## src/rtl/mandelbrot_pkg.sv

```systemverilog
`default_nettype none
// ============================================================================
//  Module      : mandelbrot_pkg
//  Description : Shared constants and types for the Mandelbrot render block.
//                Holds the configuration word length and the bit layout of
//                the committed configuration word.
//  Ports       : (package, none)
//  Revision    : 1.0  initial release
// ============================================================================
package mandelbrot_pkg;

   localparam int CFG_WIDTH = 33;

   // Field positions inside the configuration word (LSB .. MSB)
   localparam int CR_OFFSET_LSB  = 0;
   localparam int CR_OFFSET_MSB  = 10;
   localparam int CI_OFFSET_LSB  = 11;
   localparam int CI_OFFSET_MSB  = 21;
   localparam int SCALING_LSB    = 22;
   localparam int SCALING_MSB    = 23;
   localparam int CTR_SELECT_LSB = 24;
   localparam int CTR_SELECT_MSB = 25;
   localparam int MAX_CTR_LSB    = 26;
   localparam int MAX_CTR_MSB    = 32;

   // Packed view of the word; first member lands in the MSBs
   typedef struct packed {
      logic [6:0]  max_ctr;
      logic [1:0]  ctr_select;
      logic [1:0]  scaling;
      logic [10:0] ci_offset;
      logic [10:0] cr_offset;
   } cfg_word_t;

endpackage : mandelbrot_pkg
`default_nettype wire

```

## src/rtl/sync_edge.sv

```systemverilog
`default_nettype none
// ============================================================================
//  Module      : sync_edge
//  Description : Multi-flop synchronizer for one asynchronous input, plus a
//                history flop so rising/falling edges of the synchronized
//                level can be detected.
//  Ports       : clk, reset      - clock / synchronous active-high reset
//                i_async         - asynchronous input
//                o_level         - synchronized level
//                o_rise, o_fall  - one-cycle edge strobes of o_level
//  Revision    : 1.0  initial release
// ============================================================================
module sync_edge #(
   parameter int SYNC_STAGES = 2
) (
   input  logic clk,
   input  logic reset,
   input  logic i_async,
   output logic o_level,
   output logic o_rise,
   output logic o_fall
);

   logic [SYNC_STAGES-1:0] r_sync;
   logic                   r_hist;

   always_ff @(posedge clk) begin
      if (reset) begin
         r_sync <= '0;
         r_hist <= 1'b0;
      end else begin
         r_sync <= {r_sync[SYNC_STAGES-2:0], i_async};
         r_hist <= r_sync[SYNC_STAGES-1];
      end
   end

   assign o_level = r_sync[SYNC_STAGES-1];
   assign o_rise  =  r_sync[SYNC_STAGES-1] & ~r_hist;
   assign o_fall  = ~r_sync[SYNC_STAGES-1] &  r_hist;

endmodule : sync_edge
`default_nettype wire

```

## src/rtl/cfg_serial_rx.sv

```systemverilog
`default_nettype none
// ============================================================================
//  Module      : cfg_serial_rx
//  Description : Serial configuration receiver. Shifts in an LSB-first word
//                framed by sen_in and clocked by sclk_in, checks the bit
//                count at frame end and commits the word to cfg_out, holding
//                it back while the render engine is busy.
//  Ports       : clk, reset          - clock / synchronous active-high reset
//                sen_in, sclk_in,
//                sdata_in            - asynchronous serial frame inputs
//                busy                - render engine running, defers commit
//                cfg_out             - committed configuration word
//                start               - pulse on each commit
//                frame_err           - pulse on a bad bit count
//                pending             - a valid word awaits busy low
//  Revision    : 1.0  initial release
// ============================================================================
module cfg_serial_rx
   import mandelbrot_pkg::*;
#(
   parameter int CFG_WIDTH   = mandelbrot_pkg::CFG_WIDTH,
   parameter int SYNC_STAGES = 2
) (
   input  logic                 clk,
   input  logic                 reset,
   input  logic                 sen_in,
   input  logic                 sclk_in,
   input  logic                 sdata_in,
   input  logic                 busy,
   output logic [CFG_WIDTH-1:0] cfg_out,
   output logic                 start,
   output logic                 frame_err,
   output logic                 pending
);

   localparam int CW = $clog2(CFG_WIDTH + 2);
   localparam int FW = $clog2(SYNC_STAGES + 2);

   localparam logic [CW-1:0] c_cnt_full = CW'(CFG_WIDTH);
   localparam logic [CW-1:0] c_cnt_sat  = CW'(CFG_WIDTH + 1);
   localparam logic [FW-1:0] c_flush    = FW'(SYNC_STAGES + 1);

   localparam logic [0:0] S_IDLE = 1'b0;
   localparam logic [0:0] S_RX   = 1'b1;

   logic w_sen_level,  w_sen_rise,  w_sen_fall;
   logic w_sclk_level, w_sclk_rise, w_sclk_fall;
   logic w_sdata_level, w_sdata_rise, w_sdata_fall;
   logic w_unused_edges;
   logic w_flush_done;
   logic w_frame_end;

   logic [0:0]           r_state;
   logic [CW-1:0]        r_bit_cnt;
   logic [CFG_WIDTH-1:0] r_shift;
   logic [CFG_WIDTH-1:0] r_hold;
   logic [CFG_WIDTH-1:0] r_cfg;
   logic                 r_start;
   logic                 r_frame_err;
   logic                 r_frame_valid;
   logic                 r_pending;
   logic [FW-1:0]        r_flush_cnt;
   logic                 r_armed;

   sync_edge #(.SYNC_STAGES(SYNC_STAGES)) u_sync_sen (
      .clk(clk), .reset(reset), .i_async(sen_in),
      .o_level(w_sen_level), .o_rise(w_sen_rise), .o_fall(w_sen_fall)
   );

   sync_edge #(.SYNC_STAGES(SYNC_STAGES)) u_sync_sclk (
      .clk(clk), .reset(reset), .i_async(sclk_in),
      .o_level(w_sclk_level), .o_rise(w_sclk_rise), .o_fall(w_sclk_fall)
   );

   sync_edge #(.SYNC_STAGES(SYNC_STAGES)) u_sync_sdata (
      .clk(clk), .reset(reset), .i_async(sdata_in),
      .o_level(w_sdata_level), .o_rise(w_sdata_rise), .o_fall(w_sdata_fall)
   );

   assign w_unused_edges = w_sclk_level | w_sclk_fall | w_sdata_rise | w_sdata_fall;

   // The synchronizers restart from 0 after reset, so a sen_in that stayed
   // high would look like a fresh rising edge. Frames are only accepted once
   // the pipeline holds real samples and sen has been seen low.
   assign w_flush_done = (r_flush_cnt == c_flush);

   // While a frame end is being classified, frame_err may fire this edge;
   // a deferred commit waits one cycle so start and frame_err never overlap.
   assign w_frame_end = (r_state == S_RX) && w_sen_fall;

   always_ff @(posedge clk) begin
      if (reset) begin
         r_state       <= S_IDLE;
         r_bit_cnt     <= '0;
         r_shift       <= '0;
         r_hold        <= '0;
         r_cfg         <= '0;
         r_start       <= 1'b0;
         r_frame_err   <= 1'b0;
         r_frame_valid <= 1'b0;
         r_pending     <= 1'b0;
         r_flush_cnt   <= '0;
         r_armed       <= 1'b0;
      end else begin
         r_start       <= 1'b0;
         r_frame_err   <= 1'b0;
         r_frame_valid <= 1'b0;

         if (!w_flush_done) begin
            r_flush_cnt <= r_flush_cnt + FW'(1);
         end
         if (w_flush_done && !w_sen_level) begin
            r_armed <= 1'b1;
         end

         case (r_state)
            S_IDLE: begin
               if (w_sen_rise && r_armed) begin
                  r_state   <= S_RX;
                  r_bit_cnt <= '0;
               end
            end
            S_RX: begin
               if (w_sen_fall) begin
                  r_state <= S_IDLE;
                  if (r_bit_cnt == c_cnt_full) begin
                     r_frame_valid <= 1'b1;
                  end else begin
                     r_frame_err <= 1'b1;
                  end
               end else if (w_sen_level && w_sclk_rise) begin
                  r_shift <= {w_sdata_level, r_shift[CFG_WIDTH-1:1]};
                  if (r_bit_cnt != c_cnt_sat) begin
                     r_bit_cnt <= r_bit_cnt + CW'(1);
                  end
               end
            end
            default: r_state <= S_IDLE;
         endcase

         // Commit path. A new valid word always supersedes a held one, so at
         // most one start follows however many frames arrive while busy.
         if (r_frame_valid) begin
            if (!busy) begin
               r_cfg     <= r_shift;
               r_start   <= 1'b1;
               r_pending <= 1'b0;
            end else begin
               r_hold    <= r_shift;
               r_pending <= 1'b1;
            end
         end else if (r_pending && !busy && !w_frame_end) begin
            r_cfg     <= r_hold;
            r_start   <= 1'b1;
            r_pending <= 1'b0;
         end
      end
   end

   assign cfg_out   = r_cfg;
   assign start     = r_start;
   assign frame_err = r_frame_err;
   assign pending   = r_pending;

endmodule : cfg_serial_rx
`default_nettype wire

```

## config.mk

```make
export PLATFORM = sky130hd
export DESIGN_NAME = cfg_serial_rx
export DESIGN_NICKNAME = d
export VERILOG_FILES = /design/src/rtl/mandelbrot_pkg.sv /design/src/rtl/sync_edge.sv /design/src/rtl/cfg_serial_rx.sv
export SDC_FILE = /design/constraint.sdc
export NUM_CORES = 1
export LEC_CHECK = 0
export BUFFER_PORTS_ARGS = -buffer_cell sky130_fd_sc_hd__buf_2
export CAP_MARGIN = 10
export CORE_MARGIN = 2
export CORE_UTILIZATION = 50
export CTS_CLUSTER_DIAMETER = 120
export CTS_CLUSTER_SIZE = 40
export DETAILED_ROUTE_END_ITERATION = 8
export PLACE_DENSITY = 0.69
export SLEW_MARGIN = 15
export SYNTH_ARGS = -nofsm -noshare
export SYNTH_HDL_FRONTEND = slang
export SYNTH_SLANG_ARGS = --single-unit
export TNS_END_PERCENT = 100
```

## constraint.sdc

```tcl
create_clock -name clk -period 2 [get_ports clk]
set_input_delay 0.1 -clock clk [delete_from_list [all_inputs] [get_ports clk]]
set_output_delay 0.1 -clock clk [all_outputs]
set_load 0.005 [all_outputs]
```

# Yosys cells after proc, flatten, opt, wreduce, memory -nomap -nowiden

Cells that the tools add are included.

Bits in registers: 121
Bits of input ports: 6
Word-level logic and storage cells: 68

Add/sub/neg operators: 2
Equality and inequality tests: 8
Multiplexer cells: 19
Bitwise operators: 8
Reduce and logical (&&, ||, !) cells: 15

Operators by type and width:

| cell                                                  | count |
|---|---|
| 2-to-1 mux 33 bit                                     | 3 |
| 2-to-1 mux 6 bit                                      | 4 |
| case mux 6 bit (2 select lines)                       | 1 |
| 2-to-1 mux 1 bit                                      | 10 |
| adder 6 x 1 -> 6 bit, second input constant           | 1 |
| equality test 6 bit, second input constant            | 1 |
| logical AND 1 bit                                     | 6 |
| inequality test 2 bit, second input constant          | 3 |
| inequality test 6 bit, second input constant          | 1 |
| inverter 1 bit                                        | 5 |
| inequality test 2 x 1 -> 1 bit, second input constant | 2 |
| AND reduction 2 bit                                   | 2 |
| AND reduction 4 bit                                   | 1 |
| AND 1 bit                                             | 3 |
| logical NOT 1 bit                                     | 3 |
| AND reduction 3 bit                                   | 1 |
| OR reduction 3 bit                                    | 1 |
| adder 2 x 1 -> 2 bit, second input constant           | 1 |
| equality test 2 bit, second input constant            | 1 |
| case mux 1 bit (2 select lines)                       | 1 |
| nonzero test 2 bit                                    | 1 |

# Logic depth before layout (Yosys ltp)

Gate-level depths: netlist of the first run.

Depth after elaboration: 7
Gate-level depth with buffers: 6
Mapped depth without buffers: 5

# By module

Synthesis of the first run repeated with hierarchy kept, for this count alone.

Cell total of the unflattened synthesis: 533
Area, all modules: 4784.6 sq um

By module, submodules not included:

| module        | times used | cells an instance | area each (sq um) |
|---|---|---|---|
| cfg_serial_rx | 1          | 509               | 4510.6 |
| sync_edge     | 3          | 8                 | 91.3 |

# Least setup slack after synthesis of the first run

OpenSTA, ideal clock, no wires.

Path type: register to register
Start: register u_sync_sen.r_sync[1]
End: register r_cfg[10] (netlist: cfg_out[10])
Setup time: 0.119 ns
Arrival time: 1.370 ns
Data required time: 1.881 ns
Setup slack: 0.511 ns
Stages on the path, launching flop included: 7
Path through: dfxtp_1 > nand2b_2 > o21ai_2 > or3_1 > buf_2 > buf_6 > o221a_1

Cells in the longest elaborated chain, start to end: 7

RTL lines:

| what                                 | line                 | source |
|---|---|---|
| start, declared                      | sync_edge.sv:24      | `logic [SYNC_STAGES-1:0] r_sync;` |
| start signal, assigned               | sync_edge.sv:32      | `r_sync <= {r_sync[SYNC_STAGES-2:0], i_async};` |
| inverter 1 bit                       | sync_edge.sv:39      | `assign o_fall = ~r_sync[SYNC_STAGES-1] & r_hist;` |
| AND 1 bit                            | sync_edge.sv:39      |  |
| logical AND 1 bit                    | cfg_serial_rx.sv:89  | `assign w_frame_end = (r_state == S_RX) && w_sen_fall;` |
| logical NOT 1 bit                    | cfg_serial_rx.sv:152 | `end else if (r_pending && !busy && !w_frame_end) begin` |
| logical AND 1 bit                    | cfg_serial_rx.sv:152 |  |
| nonzero test 2 bit (no source line)  | n/a                  |  |
| AND reduction 2 bit (no source line) | n/a                  |  |
| end signal, assigned                 | cfg_serial_rx.sv:145 | `r_cfg <= r_shift;` |
| end signal, assigned                 | cfg_serial_rx.sv:153 | `r_cfg <= r_hold;` |
| end, declared                        | cfg_serial_rx.sv:57  | `logic [CFG_WIDTH-1:0] r_cfg;` |

No other way between the ends.
A chain may end at the register's enable or synchronous reset.

# Worst setup path in the final report of the first run

Start: register r_bit_cnt[2]
End: register r_bit_cnt[4]

Cells in the longest elaborated chain, start to end: 5

RTL lines:

| what                            | line                 | source |
|---|---|---|
| start, declared                 | cfg_serial_rx.sv:54  | `logic [CW-1:0] r_bit_cnt;` |
| start signal, assigned          | cfg_serial_rx.sv:134 | `r_bit_cnt <= r_bit_cnt + CW'(1);` |
| adder 6 x 1 -> 6 bit            | cfg_serial_rx.sv:134 |  |
| 2-to-1 mux 6 bit                | cfg_serial_rx.sv:133 | `if (r_bit_cnt != c_cnt_sat) begin` |
| 2-to-1 mux 6 bit                | cfg_serial_rx.sv:131 | `end else if (w_sen_level && w_sclk_rise) begin` |
| 2-to-1 mux 6 bit                | cfg_serial_rx.sv:124 | `if (w_sen_fall) begin` |
| case mux 6 bit (2 select lines) | cfg_serial_rx.sv:116 | `case (r_state)` |

Several ways; a longest one is shown, not always the timed one. The select of a mux whose other input is x is not followed.

==> impl_metrics.csv, run 1 <==
group,metric,value,unit
hold_path,hp-start,"reset",
worst_setup_path,cp_cell_sequence,"nor4b_4, a21oi_1, or3_4, a31oi_1",
floorplan,start_util,0.514,
power,combPwrFrac,0.020,
cts,cts_hold_buf,3,
placement,gp_congestion,0.809,
cts,post_cts_buffers,0,
worst_setup_path,arrival,2.05,ns
cts,cts_tree,"built",
floorplan,num_rows,34,
cts,cts_num_sinks,121,
worst_setup_path,rr_startpoint,"r_bit_cnt[2]$_SDFFE_PP0P_",
yosys,synth_top_area_frac,0.540,
finish,drive_above_1_share,0.157,
floorplan,ioPinCount,42,
finish,num_antenna_cells,0,
cts,cts.repair.resized,0,
power,sequentialPowerShare,0.463,
cts,clk_path_buf_depth,2,
yosys,syn_inst,525,
drt,wl_per_cell,14.0,um
grt,grt_pass1_wl,16500,um
timing,min_period,1.61,ns
grt,grt_max_degree,80,
drt,drt-total-wl,9520,um
run,drv_cap,0,
worst_setup_path,critPathKind,"flop to flop",
cts,insertion_delay,0.51,ns
yosys,synthAdderAreaFrac,0.0112,
drt,drc,0,
timing,worst_slack,0.392,ns
yosys,synth-seq-cells,121,
cts,ctsHtreeMaxLevel,4,
placement,dp_hpwl,5730,um
timing,tns,0,ns
power,p_int,0.00419,W
power,p_per_area,987,nW/um^2
finish,area_delta_synth_final,19.1,%
yosys,synthMuxAreaShare,0.00223,
worst_setup_path,reg2reg_depth,4,
yosys,yosys.cell_types.count,33,
timing,grt_setup_unrepaired,"no",
timing,final_max_slew_viol_count,0,
drt,vias_per_cell,5.37,
drt,vias,3657,
finish,fin_nets,573,
power,power.share.clock,0.517,
worst_setup_path,timing.rr.end,"r_bit_cnt[4]$_SDFFE_PP0P_",
grt,overflow,0,
finish,instances_no_fill,681,
cts,cts_made_buffers,17,
placement,portBuffers,41,
yosys,synthTopCellsByArea,"dfxtp_1 (54%), nand2_1 (12%), a21oi_1 (8.1%), o221a_1 (7.5%), nor2_1 (6.2%)",
worst_setup_path,cp.required,2.44,ns
yosys,synth_compound_area_frac,0.184,
finish,final_util,0.613,
grt,grt_pass1_vias,3686,
yosys,yosys.area.top_type,"dfxtp_1",
cts,cts-root-buf,"clkbuf_8",
floorplan,core,8720,um^2
drt,drtIter0Drc,189,
timing,fmax,0.622,GHz
placement,placed_cells,649,
timing,slew_headroom,0.483,
power,switching_share,0.206,
cts,clkTransAtPathRegs,0.06,ns
placement,pre_cts_ws,0.401,ns
finish,ff_latch_area,2420,um^2
yosys,ys_warn_count,0,
power,vdd_drop_max,611,uV
worst_setup_path,timing.reg2reg.setup_slack,0.39,ns
yosys,synth_nets,535,
worst_setup_path,crit_path_max_fanout,6,
power,power.switching,0.00109,W
power,leakage,2.06,nW
worst_setup_path,critical_path.max_stage_delay,0.42,ns
finish,nFillCells,745,
worst_setup_path,slowest_stage,"or3_4",
status,status,"finished clean",
timing,hold_violations,0,
yosys,synthSimpleGateAreaFrac,0.219,
worst_setup_path,end_kind,"flop",
timing,setup_viol,0,
yosys,synth_top_family_by_area,"simple AND/OR/NAND/NOR gates",
yosys,syn_area_per_cell,8.55,um^2
timing,fin_skew,0.0113,ns
drt,ant_nets,0,
timing,fin_crit_sh,0.804,
floorplan,die_h,98.7,um
worst_setup_path,cp-start-kind,"flop",
timing,worst_pin_slew,0.775,ns
hold_path,min_to,"r_frame_valid$_SDFF_PP0_",
finish,mostFrequentLayoutCell,"nand2_1",
hold_path,holdCritPathClass,"input port to flop",
finish,multi_input_area,1880,um^2
floorplan,die_x,98.7,um
yosys,yosysSeqAreaShare,0.540,
floorplan,dieArea,9750,um^2
drt,dr.pass1.iters,4,
yosys,synthXorXnorAreaFrac,0.00195,
yosys,synthesis.area,4490,um^2
hold_path,holdPathStages,3,
grt,global_route.usage.total,0.210,
finish,layout_common_cells,"nand2_1 (138), dfxtp_1 (121), a21oi_1 (73), nor2_1 (73), buf_2 (40)",
grt,grt_antenna_before_repair,0,
## metrics by stage
stage / cell area [um^2] / hold slack (ns) / power (W)
floorplan: 4490 / 0.228 / 0.00257
global placement: 4780 / 0.311 / 0.00259
detailed placement: 4780 / 0.335 / 0.00260
CTS: 5340 / 0.0301 / 0.00531
global route: 5340 / 0.0689 / 0.00545
finish: 5340 / 0.0513 / 0.00527
## area by class of cell
cell class | count | area share
clock buffer | 21 | 0.0859
sequential | 121 | 0.453
inverter | 5 | 0.00351
tap | 108 | 0.0253
timing repair buffer | 56 | 0.0660
multi-input combinational | 362 | 0.352
clock inverter | 8 | 0.0138
## Yosys cell counts, drive strengths merged
cell type / n
nand2: 138
nor3: 2
buf: 9
nand3b: 3
nor2b: 8
mux2i: 1
a41oi: 2
a31oi: 3
clkbuf: 28
and2: 1
a21oi: 74
dfxtp: 121
ha: 4
o221a: 33
o21a: 2
nand3: 3
or3: 3
inv: 5
a211oi: 2
and3: 1
nand4b: 1
nand2b: 3
nor2: 74
o21ai: 2
nor4b: 1
xor2: 1
## layer usage
metal  up-vias  part of all wire  track usage
met1      1709              0.47        0.260
met5         -                 0            0
li1       1841                 -            -
met3        15             0.045       0.0695
met4         0             0.018       0.0948
met2        92              0.47        0.333
## cells by family after synthesis
family / Yosys count
AO/OA/AOI/OAI: 118
adder cells (fa/ha/maj): 4
AND/OR/NAND/NOR: 238
flip-flops: 121
XOR/XNOR: 1
buffers and inverters: 42
multiplexers: 1
## how the worst max path moves through the flow
stage	to	from	cells after the start	slack, ns
finish	r_bit_cnt[4]$_SDFFE_PP0P_	r_bit_cnt[2]$_SDFFE_PP0P_	4	0.39
global placement	r_bit_cnt[5]$_SDFFE_PP0P_	r_bit_cnt[0]$_SDFFE_PP0P_	5	0.41
CTS	r_bit_cnt[4]$_SDFFE_PP0P_	r_bit_cnt[0]$_SDFFE_PP0P_	5	0.39
floorplan	cfg_out[10]$_SDFFE_PP0P_	u_sync_sen.r_sync[1]$_SDFF_PP0_	6	0.51
detailed placement	r_bit_cnt[4]$_SDFFE_PP0P_	r_bit_cnt[0]$_SDFFE_PP0P_	5	0.40
global route	r_bit_cnt[4]$_SDFFE_PP0P_	r_bit_cnt[0]$_SDFFE_PP0P_	5	0.17
## flip-flops by register name, summed over array words and instances, names as in the netlist
register             flops
cfg_out                 33
r_hold                  33
r_shift                 33
r_bit_cnt                6
r_flush_cnt              2
u_sync_sclk.r_sync       2
u_sync_sdata.r_sync      2
u_sync_sen.r_sync        2
frame_err                1
pending                  1
r_armed                  1
r_frame_valid            1
r_state                  1
start                    1
u_sync_sclk.r_hist       1
u_sync_sen.r_hist        1
## critical path, delay by kind of cell, from the launching register on
kind	cells	cell delay (ns)
AOI/OAI and AO/OA	2	0.34
DFF	1	0.38
and+or+nand+nor	2	0.81
## power groups by stage
stage	Sequential, W	Clock, W	Combinational (W)
4_1_cts	0.00244	0.00277	0.000108
5_1_grt	0.00244	0.00288	0.000124
2_1_floorplan	0.00249	0	0.0000804
3_3_place_gp	0.00249	0	0.0000969
6_report	0.00244	0.00273	0.000106
3_5_place_dp	0.00249	0	0.000103
(Power assumes the default switching activity.)
==> run 2: changes to the inputs <==
- ABC_AREA: unset -> 1
- PLACE_DENSITY: 0.69 -> 0.71
- clock period: 2 -> 1.4 ns (I/O delays scaled with it)
==> run 2 against run 1 <==
Register-to-register slack worse by 0.31 ns; combinational power up 97%; synthesized cell count up 5.7%; sequential cell count unchanged; synthesized area up 6.1%.
==> impl_metrics.csv, run 2 <==
group,metric,value,unit
status,status,"finished clean",
yosys,synth_top_area_frac,0.509,
yosys,synth-seq-cells,121,
yosys,yosysSeqAreaShare,0.509,
timing,final_max_slew_viol_count,0,
cts,clkTransAtPathRegs,0.06,ns
cts,ctsHtreeMaxLevel,4,
cts,clk_path_buf_depth,2,
yosys,ys_warn_count,0,
timing,slew_headroom,0.784,
worst_setup_path,cp-start-kind,"flop",
placement,placed_cells,709,
finish,instances_no_fill,751,
timing,setup_viol,0,
yosys,syn_area_per_cell,8.57,um^2
run,drv_cap,0,
floorplan,start_util,0.515,
grt,grt_pass1_vias,3355,
yosys,synth_async_sr_flop_share,0,
floorplan,die_x,102,um
floorplan,die_h,102,um
yosys,synth_nets,565,
yosys,yosys.area.top_type,"dfxtp_1",
yosys,synth_edf_count,0,
worst_setup_path,critical_path.max_stage_delay,0.34,ns
finish,drive_above_1_share,0.228,
grt,grt_antenna_before_repair,0,
cts,insertion_delay,0.51,ns
cts,cts-root-buf,"clkbuf_8",
yosys,synthTopCellsByArea,"dfxtp_1 (51%), nor2_1 (12%), o21ai_0 (7.8%), mux2i_1 (6.9%), o21ai_2 (5.3%)",
timing,fmax,0.758,GHz
worst_setup_path,arrival,1.76,ns
power,leakage,2.41,nW
floorplan,num_rows,35,
worst_setup_path,critPathKind,"flop to flop",
yosys,synthesis.area,4760,um^2
cts,cts_made_buffers,17,
placement,portBuffers,41,
drt,wl_per_cell,12.1,um
power,vdd_drop_max,904,uV
worst_setup_path,cp.depth,7,
timing,worst_pin_slew,0.325,ns
worst_setup_path,slowest_stage,"dfxtp_1",
timing,fin_crit_sh,0.942,
worst_setup_path,path_buf_inv,2,
finish,design_area,5730,um^2
drt,drtIter0Drc,146,
floorplan,dieArea,10300,um^2
worst_setup_path,end_kind,"flop",
yosys,synthTopCellsByCount,"nor2_1 (158), dfxtp_1 (121), o21ai_0 (74)",
finish,mostFrequentLayoutCell,"nor2_1",
cts,cts_tree,"built",
yosys,syn_inst,555,
finish,final_util,0.620,
finish,layout_common_cells,"nor2_1 (156), dfxtp_1 (117), o21ai_0 (73), nand2_1 (53), buf_2 (41)",
timing,min_period,1.32,ns
yosys,yosys.cell_types.count,30,
grt,overflow,0,
grt,grt_max_degree,37,
drt,drt-total-wl,9110,um
yosys,synth-main-ff-cell,"dfxtp_1",
placement,dpl-instance-area,5060,um^2
yosys,synth.most_common_cell,"nor2_1",
hold_path,holdCritPathClass,"input port to flop",
worst_setup_path,path_delay_family,"flip-flops",
timing,fin_skew,0.0113,ns
finish,num_antenna_cells,0,
drt,drc,0,
power,p_per_area,1330,nW/um^2
finish,area_delta_synth_final,20.4,%
drt,vias,3721,
timing,hold_violations,0,
floorplan,core,9240,um^2
drt,ant_nets,0,
grt,grt_pass1_wl,15300,um
finish,nFillCells,742,
grt,global_route.usage.total,0.190,
drt,vias_per_cell,4.95,
worst_setup_path,cp.required,1.84,ns
placement,dp_hpwl,5650,um
cts,cts_num_sinks,121,
worst_setup_path,cp_cell_sequence,"inv_2, nand3_4, nand2_4, a21oi_4, nand2_4, buf_12, o21ai_0",
finish,fin_nets,620,
worst_setup_path,crit_path_max_fanout,12,
drt,dr.pass1.iters,4,
hold_path,holdPathStages,4,
worst_setup_path,cpMostUsedCell,"nand2_4",
floorplan,ioPinCount,42,
worst_setup_path,reg2reg_depth,7,
placement,gp_congestion,0.911,
[run 2: per-stage QoR]
stage / setup slack, ns / hold WS, ns / total power, W / setup TNS, ns
finish: 0.0807 / 0.0253 / 0.00760 / 0
global route: -0.00299 / 0.0354 / 0.00790 / -0.00394
CTS: 0.0178 / 0.00570 / 0.00769 / 0
detailed placement: 0.0375 / 0.280 / 0.00376 / 0
global placement: 0.0793 / 0.270 / 0.00375 / 0
floorplan: 0.211 / 0.139 / 0.00371 / 0
[run 2: kinds of logic (layout without fill, tap and decap cells)]
family | Yosys count | count (layout) | share of synthesized area
fa+ha+maj | 4 | 4 | 0.0105
buf+inv | 56 | 122 | 0.0692
compound gates | 112 | 112 | 0.144
flops | 121 | 121 | 0.509
xor+xnor | 1 | 1 | 0.00184
mux | 33 | 33 | 0.0694
simple gates | 228 | 229 | 0.196
[run 2: final cells by class]
type / count / area [um^2] / share of cell area
Sequential cell: 121 / 2430 / 0.424
Inverter: 24 / 92.6 / 0.0162
Tap cell: 129 / 161 / 0.0282
Multi-Input combinational cell: 379 / 2030 / 0.355
Timing Repair Buffer: 67 / 472 / 0.0823
Clock inverter: 14 / 126 / 0.0221
Clock buffer: 17 / 414 / 0.0723
[run 2: what timing repair did]
action | CTS | global route
endpoints found under the setup margin | 0 | 39
gates resized for setup | 0 | 14
endpoints found under the hold margin | 12 | 0
hold buffers | 7 | 0
buffers inserted | 0 | 3
[run 2: layer usage]
layer  share of wire  global-route usage
met2            0.49               0.315
met4           0.013              0.0852
met1            0.46               0.228
met5               0                   0
met3           0.041              0.0566
[run 2: final timing paths]
check / from / endpoint / slack (ns)
worst max-delay path: u_sync_sen.r_sync[1]$_SDFF_PP0_ / cfg_out[32]$_SDFFE_PP0P_ / 0.08
worst min-delay path: busy / r_hold[15]$_SDFFE_PP0P_ / 0.03
worst max register to register: u_sync_sen.r_sync[1]$_SDFF_PP0_ / cfg_out[32]$_SDFFE_PP0P_ / 0.08
worst min register to register: u_sync_sen.r_sync[0]$_SDFF_PP0_ / u_sync_sen.r_sync[1]$_SDFF_PP0_ / 0.40
[run 2: report_power, final]
group	total [W]	internal [W]	leakage [nW]	switching, W
Clock	0.00389	0.00235	0.264	0.00154
Combinational	0.000209	0.0000871	1.17	0.000122
Sequential	0.00350	0.00348	0.979	0.0000214
[run 2: worst min-delay path, stage by stage]
cell and delay [ns]:
buf_2 0.13, nand2_2 0.14, o21ai_0 0.09, nor2_1 0.08
